## config.mk

```make
export PLATFORM = sky130hd
export DESIGN_NAME = par_rresp_arbiter
export DESIGN_NICKNAME = d
export VERILOG_FILES = /design/src/rtl/par_rresp_arbiter_pkg.sv /design/src/rtl/par_rresp_arbiter_rr.sv /design/src/rtl/par_rresp_arbiter.sv
export SDC_FILE = /design/constraint.sdc
export NUM_CORES = 1
export LEC_CHECK = 0
export CAP_MARGIN = 10
export CORE_ASPECT_RATIO = 0.7
export CORE_UTILIZATION = 37
export DETAILED_ROUTE_END_ITERATION = 16
export DONT_BUFFER_PORTS = 1
export PLACE_DENSITY = 0.52
export SETUP_SLACK_MARGIN = 0.1
export SYNTH_ARGS = -nofsm -noshare
export SYNTH_HDL_FRONTEND = slang
export SYNTH_HIERARCHICAL = 1
export SYNTH_SLANG_ARGS = --single-unit
```

## constraint.sdc

```tcl
create_clock -name clk -period 4.8 [get_ports clk]
set_input_delay 0.72 -clock clk [delete_from_list [all_inputs] [get_ports clk]]
set_output_delay 0.72 -clock clk [all_outputs]
set_load 0.005 [all_outputs]
```

## src/rtl/par_rresp_arbiter_pkg.sv

```systemverilog
// ============================================================================
// Module   : par_rresp_arbiter_pkg
// Purpose  : Shared AXI R-channel types and constants for the interconnect.
// Revision : 1.0 - initial release
// ============================================================================
`default_nettype none

package par_rresp_arbiter_pkg;

  localparam int AXI_IDW = 8;
  localparam int AXI_DW  = 32;

  localparam logic [1:0] RESP_OKAY   = 2'b00;
  localparam logic [1:0] RESP_SLVERR = 2'b10;
  localparam logic [1:0] RESP_DECERR = 2'b11;

  // Default-width R payload; blocks with other widths declare the same layout locally.
  typedef struct packed {
    logic [AXI_IDW-1:0] id;
    logic [AXI_DW-1:0]  data;
    logic [1:0]         resp;
    logic               last;
  } r_payload_t;

  typedef enum logic [0:0] {
    IDLE  = 1'b0,
    BURST = 1'b1
  } r_state_e;

endpackage

`default_nettype wire

```

## src/rtl/par_rresp_arbiter_rr.sv

```systemverilog
// ============================================================================
// Module   : rr_arbiter
// Purpose  : Combinational round-robin search: first request at or after ptr.
// Revision : 1.0 - initial release
// ============================================================================
`default_nettype none

module rr_arbiter #(
  parameter int N    = 6,
  parameter int SELW = 3
) (
  input  logic [N-1:0]    req_i,
  input  logic [SELW-1:0] ptr_i,
  output logic [SELW-1:0] idx_o,
  output logic            found_o
);

  always_comb begin
    int  cand;
    logic hit;
    idx_o = '0;
    hit   = 1'b0;
    cand  = 0;
    for (int k = 0; k < N; k++) begin
      cand = int'(ptr_i) + k;
      if (cand >= N) cand = cand - N;
      if (!hit && cand < N && req_i[cand]) begin
        hit   = 1'b1;
        idx_o = SELW'(cand);
      end
    end
    found_o = hit;
  end

endmodule

`default_nettype wire

```

## src/rtl/par_rresp_arbiter.sv

```systemverilog
// ============================================================================
// Module   : par_rresp_arbiter
// Purpose  : Merges InCount slave R channels onto one master R channel with
//            burst-locked round-robin grant and a registered output slot.
// Revision : 1.0 - initial release
// ============================================================================
`default_nettype none

module par_rresp_arbiter
  import par_rresp_arbiter_pkg::*;
#(
  parameter int InCount = 6,
  parameter int selNum  = 3,
  parameter int IDW     = 8,
  parameter int DW      = 32
) (
  input  logic                   clk,
  input  logic                   rst,
  input  logic [InCount-1:0]     VALID_in,
  input  logic [InCount*IDW-1:0] RID_in,
  input  logic [InCount*DW-1:0]  RDATA_in,
  input  logic [InCount*2-1:0]   RRESP_in,
  input  logic [InCount-1:0]     RLAST_in,
  output logic [InCount-1:0]     READY_out,
  output logic                   RVALID_M,
  output logic [IDW-1:0]         RID_M,
  output logic [DW-1:0]          RDATA_M,
  output logic [1:0]             RRESP_M,
  output logic                   RLAST_M,
  input  logic                   RREADY_M,
  output logic [selNum-1:0]      grant_sel
);

  typedef struct packed {
    logic [IDW-1:0] id;
    logic [DW-1:0]  data;
    logic [1:0]     resp;
    logic           last;
  } beat_t;

  r_state_e          state_q, state_d;
  logic [selNum-1:0] rr_ptr_q, rr_ptr_d;
  logic [selNum-1:0] grant_q, grant_d;
  logic              rvalid_q, rvalid_d;
  beat_t             beat_q, beat_d;

  logic [selNum-1:0] arb_idx;
  logic              arb_found;
  logic [selNum-1:0] gnt;
  logic              has_grant;
  logic              in_burst;
  logic              slot_free;
  logic              acc;
  beat_t             beat_in;

  rr_arbiter #(
    .N    (InCount),
    .SELW (selNum)
  ) u_rr_arbiter (
    .req_i   (VALID_in),
    .ptr_i   (rr_ptr_q),
    .idx_o   (arb_idx),
    .found_o (arb_found)
  );

  always_ff @(posedge clk) begin
    if (rst) begin
      state_q  <= IDLE;
      rr_ptr_q <= '0;
      grant_q  <= '0;
      rvalid_q <= 1'b0;
      beat_q   <= '0;
    end else begin
      state_q  <= state_d;
      rr_ptr_q <= rr_ptr_d;
      grant_q  <= grant_d;
      rvalid_q <= rvalid_d;
      beat_q   <= beat_d;
    end
  end

  always_comb begin
    state_d   = state_q;
    rr_ptr_d  = rr_ptr_q;
    grant_d   = grant_q;
    rvalid_d  = rvalid_q;
    beat_d    = beat_q;
    READY_out = '0;

    // While a burst is open the grant is frozen; otherwise the arbiter decides.
    in_burst  = (state_q == BURST);
    gnt       = in_burst ? grant_q : arb_idx;
    has_grant = in_burst | arb_found;
    slot_free = !rvalid_q | RREADY_M;

    beat_in.id   = RID_in[gnt*IDW +: IDW];
    beat_in.data = RDATA_in[gnt*DW +: DW];
    beat_in.resp = RRESP_in[gnt*2 +: 2];
    beat_in.last = RLAST_in[gnt];

    acc       = has_grant & VALID_in[gnt] & slot_free;
    grant_sel = has_grant ? gnt : '0;
    if (has_grant) READY_out[gnt] = slot_free;

    if (acc) begin
      rvalid_d = 1'b1;
      beat_d   = beat_in;
      if (beat_in.last) begin
        state_d  = IDLE;
        rr_ptr_d = (int'(gnt) == InCount - 1) ? '0 : gnt + selNum'(1);
      end else if (!in_burst) begin
        state_d = BURST;
        grant_d = gnt;
      end
    end else if (rvalid_q & RREADY_M) begin
      rvalid_d = 1'b0;
    end
  end

  assign RVALID_M = rvalid_q;
  assign RID_M    = beat_q.id;
  assign RDATA_M  = beat_q.data;
  assign RRESP_M  = beat_q.resp;
  assign RLAST_M  = beat_q.last;

endmodule

`default_nettype wire

```

==> results of run 1 <==
[through the flow]
stage / hold WS, ns / instance area (sq um) / setup slack, ns / utilization (%) / total power, mW
floorplan: 0.4819 / 5281 / 0.4754 / - / 4.736
global placement: 0.5055 / 5433 / 0.2605 / 39.03 / 5.857
detailed placement: 0.5081 / 5433 / 0.1361 / 39.03 / 5.951
CTS: 0.4855 / 5615 / 0.09867 / 40.35 / 6.418
global route: 0.4841 / 5801 / 0.04404 / 41.68 / 7.384
finish: 0.4977 / 5801 / 0.2597 / 41.68 / 6.712
[cells by family (layout without fill, tap and decap cells)]
kind of cell | after synthesis | count (layout) | synth area share [%]
adder cells (fa/ha/maj) | 14 | 14 | 3.317
AND/OR/NAND/NOR | 485 | 485 | 40.91
flip-flops | 51 | 51 | 19.33
AO/OA/AOI/OAI | 167 | 167 | 23.38
multiplexers | 18 | 18 | 3.909
XOR/XNOR | 5 | 5 | 0.9715
buffers and inverters | 94 | 60 | 8.173
[cell type report]
| type | instances | area (sq um) | area share, % |
|---|---|---|---|
| clock buffers | 5 | 125.1 | 2.157 |
| multi-input cells | 689 | 3981 | 68.64 |
| flip-flops and latches | 51 | 1023 | 17.64 |
| repair buffers | 34 | 316.6 | 5.457 |
| clock inverters | 3 | 46.29 | 0.7981 |
| inverters | 18 | 70.07 | 1.208 |
| well taps | 190 | 237.7 | 4.098 |
[what timing repair did]
| item | in CTS | in global routing |
|---|---|---|
| pin swaps | 0 | 4 |
| setup buffers | 0 | 8 |
| hold buffers | 0 | 0 |
| endpoints found under the setup margin | 8 | 58 |
| resized for setup | 2 | 23 |
[critical path: cells and delay by family (launching register included)]
family	cells	cell delay (ns)
XOR/XNOR	1	0.22
AND/OR/NAND/NOR	2	0.54
flip-flops	1	0.37
multiplexers	1	0.33
adder cells (fa/ha/maj)	2	0.62
AO/OA/AOI/OAI	4	0.92
buffers and inverters	3	0.48
[registers in the layout, indices dropped and copies added (netlist names)]
| register | cells |
|---|---|
| RRESP_M | 2 |
| grant_q | 3 |
| RDATA_M | 32 |
| rr_ptr_q | 3 |
| RVALID_M | 1 |
| RID_M | 8 |
| in_burst | 1 |
| RLAST_M | 1 |
[worst min-delay path by stage]
stage / startpoint / to / slack (ns) / cells after the start
3_5_place_dp: RDATA_M[15] / RDATA_M[15] / 0.51 / 2
3_3_place_gp: RVALID_M / RVALID_M / 0.51 / 2
4_1_cts: rst / rr_ptr_q[2] / 0.49 / 1
5_1_grt: rst / RDATA_M[5] / 0.48 / 1
2_1_floorplan: RVALID_M / RVALID_M / 0.48 / 2
6_report: rst / RVALID_M / 0.50 / 1
[power groups by stage]
stage | Sequential [mW] | Clock (mW) | Combinational [mW]
CTS | 0.774 | 0.437 | 5.21
floorplan | 0.700 | 0 | 4.04
detailed placement | 0.782 | 0 | 5.17
finish | 0.773 | 0.430 | 5.51
global placement | 0.786 | 0 | 5.07
global route | 0.788 | 0.456 | 6.14
[metal layers]
layer,routed length (um),up-vias,part of all wire [%]
met3,1855,14,9.4
met2,8664,302,44
met4,206,0,1.0
met5,0,-,0
met1,9024,2846,46
li1,-,2877,-
[layout by cell type, fill, tap and decap left out, types with 4 or more instances in the layout]
| cell type | instances |
|---|---|
| buf_12 | 4 |
| dfxtp_1 | 49 |
| ha_1 | 12 |
| and3_1 | 42 |
| buf_4 | 27 |
| nor3_1 | 93 |
| clkbuf_16 | 5 |
| o41ai_1 | 4 |
| mux2_2 | 6 |
| o22ai_1 | 5 |
| a21oi_1 | 51 |
| nand2_1 | 259 |
| o21ai_0 | 11 |
| nand2b_1 | 6 |
| mux2i_1 | 8 |
| nor2_1 | 53 |
| inv_1 | 17 |
| a311oi_1 | 44 |
==> results.ini, run 1 <==
[grt]
grt_overflow = 0
grt_start_max_net_pins = 65
grt_use_total_pct = 24.60
top_usage_layer = met2
grt_pass1_vias = 5125
use_met1_pct = 35.45
grt_pass1_wl_um = 28310
antenna_found_initial = 0
met3_usage_pct = 5.623
grtUsageMet2_pct = 37.09

[route]
first_pass_iters = 5
ant_nets = 0
wire_per_inst_um = 19.95
wl_um = 19750
drtIter0Drc = 323
viasPerCell = 6.100
drc_errors = 0
vias = 6039

[setup_path]
r2r-start = rr_ptr_q[0]
cp-end-kind = primary output
critPathSlowestCell = o311a_4
worstPathRequired_ns = 4.08
cp-endpoint = READY_out[1]
r2r_cells = 16
path_cells = ha_1 > xnor2_2 > inv_4 > ha_1 > o311a_4 > o2111ai_4 > nand4b_1 > buf_4 > o32ai_2 > a21oi_4 > mux2_2 > buf_12 > nor4_2
cpMostUsedCell = ha_1
critical_path_class = reg -> out
crit_fanout = 55
arrival_ns = 3.82
crit_path_max_incr_delay_ns = 0.42
start_kind = flip-flop
r2r_setup_slack_ns = 0.33
reg2reg_to = grant_q[2]
critPathLaunch = rr_ptr_q[0]

[power]
power_leakage_nw = 2.268
worst_ir_drop_vdd_v = 0.0007824
p_sw_mw = 3.766
clkPwrFrac_pct = 6.4
p_int_mw = 2.946
p_sw_share_pct = 56.11
power_density_nw_per_um2 = 1157
combPwrFrac_pct = 82.1
seqPwrFrac_pct = 11.5

[clock_network]
cts.sinks = 51
cts_buffers = 5
cts_tree = yes
clockBufferDepth = 2
cts_max_level = 2
clk_pin_slew_ns = 0.08
insertion_delay_ns = 0.30
root_buffer = clkbuf_16

[run_status]
status = completed

[floorplan]
die_x_um = 144.8
floorplan.die_area_sq_um = 14760
rows = 36
fp.dieH_um = 102.0
start_util_pct = 37.94
core_area_sq_um = 13920
ios = 320

[synthesis]
netlist.area_leader.share_pct = 19.33
synth_common_cells = 260 x nand2_1, 93 x nor3_1, 54 x nor2_1, 52 x a21oi_1, 51 x dfxtp_1
syn-cell-area_sq_um = 5281
synthTopCellsByArea = dfxtp_1 19%, nand2_1 18%, nor3_1 8.8%
synth_area_leader_cell = dfxtp_1
netlist_instances = 834
synth-seq-cells = 51
yosysWarningCount = 6
syn_area_per_cell_sq_um = 6.333
synth_nets = 1115
synthFlopType = dfxtp_1
synth_edf_count = 0
yosysSeqAreaShare_pct = 19.33
synthDistinctLibCells = 74
ys_async_sr_fraction_pct = 0
synth_most_common_cell = nand2_1

[finish]
fin_cells = 990
n_fill_cell = 1452
syn_to_final_growth_pct = 9.832
drive_gt1_share_pct = 10.50
antenna_cells = 0
nets = 1080

[timing]
tightest_slew_ns = 0.7614
finClkSkew_ns = 0.009933
maxSlewViolCount = 0
period_minus_slack_ns = 4.540
setup_viol = 0
max_freq_mhz = 220.3
final_hold_viol_count = 0
rsz0062_at_grt = false
fin_crit_sh_pct = 94.59
fin_setup_tns_ns = 0
slew_headroom_pct = 48.90

[place]
port-buffer-count = 0
post-dp-hpwl_um = 14870
gp_congestion = 0.9123
placed_cells = 974

[hold_path]
hold_class = in -> reg

[job]
drv_cap = 0

(Power assumes the default switching activity.)
==> run 2: changes to the inputs <==
--- a/config.mk
+++ b/config.mk
@@ -8,6 +8,7 @@
 export CAP_MARGIN = 10
 export CORE_ASPECT_RATIO = 0.7
 export CORE_UTILIZATION = 37
+export CTS_CLUSTER_DIAMETER = 60
 export DETAILED_ROUTE_END_ITERATION = 16
 export DONT_BUFFER_PORTS = 1
 export PLACE_DENSITY = 0.52
==> results of run 2 <==
The final DEF is identical to that of run 1; final timing and power are the same.
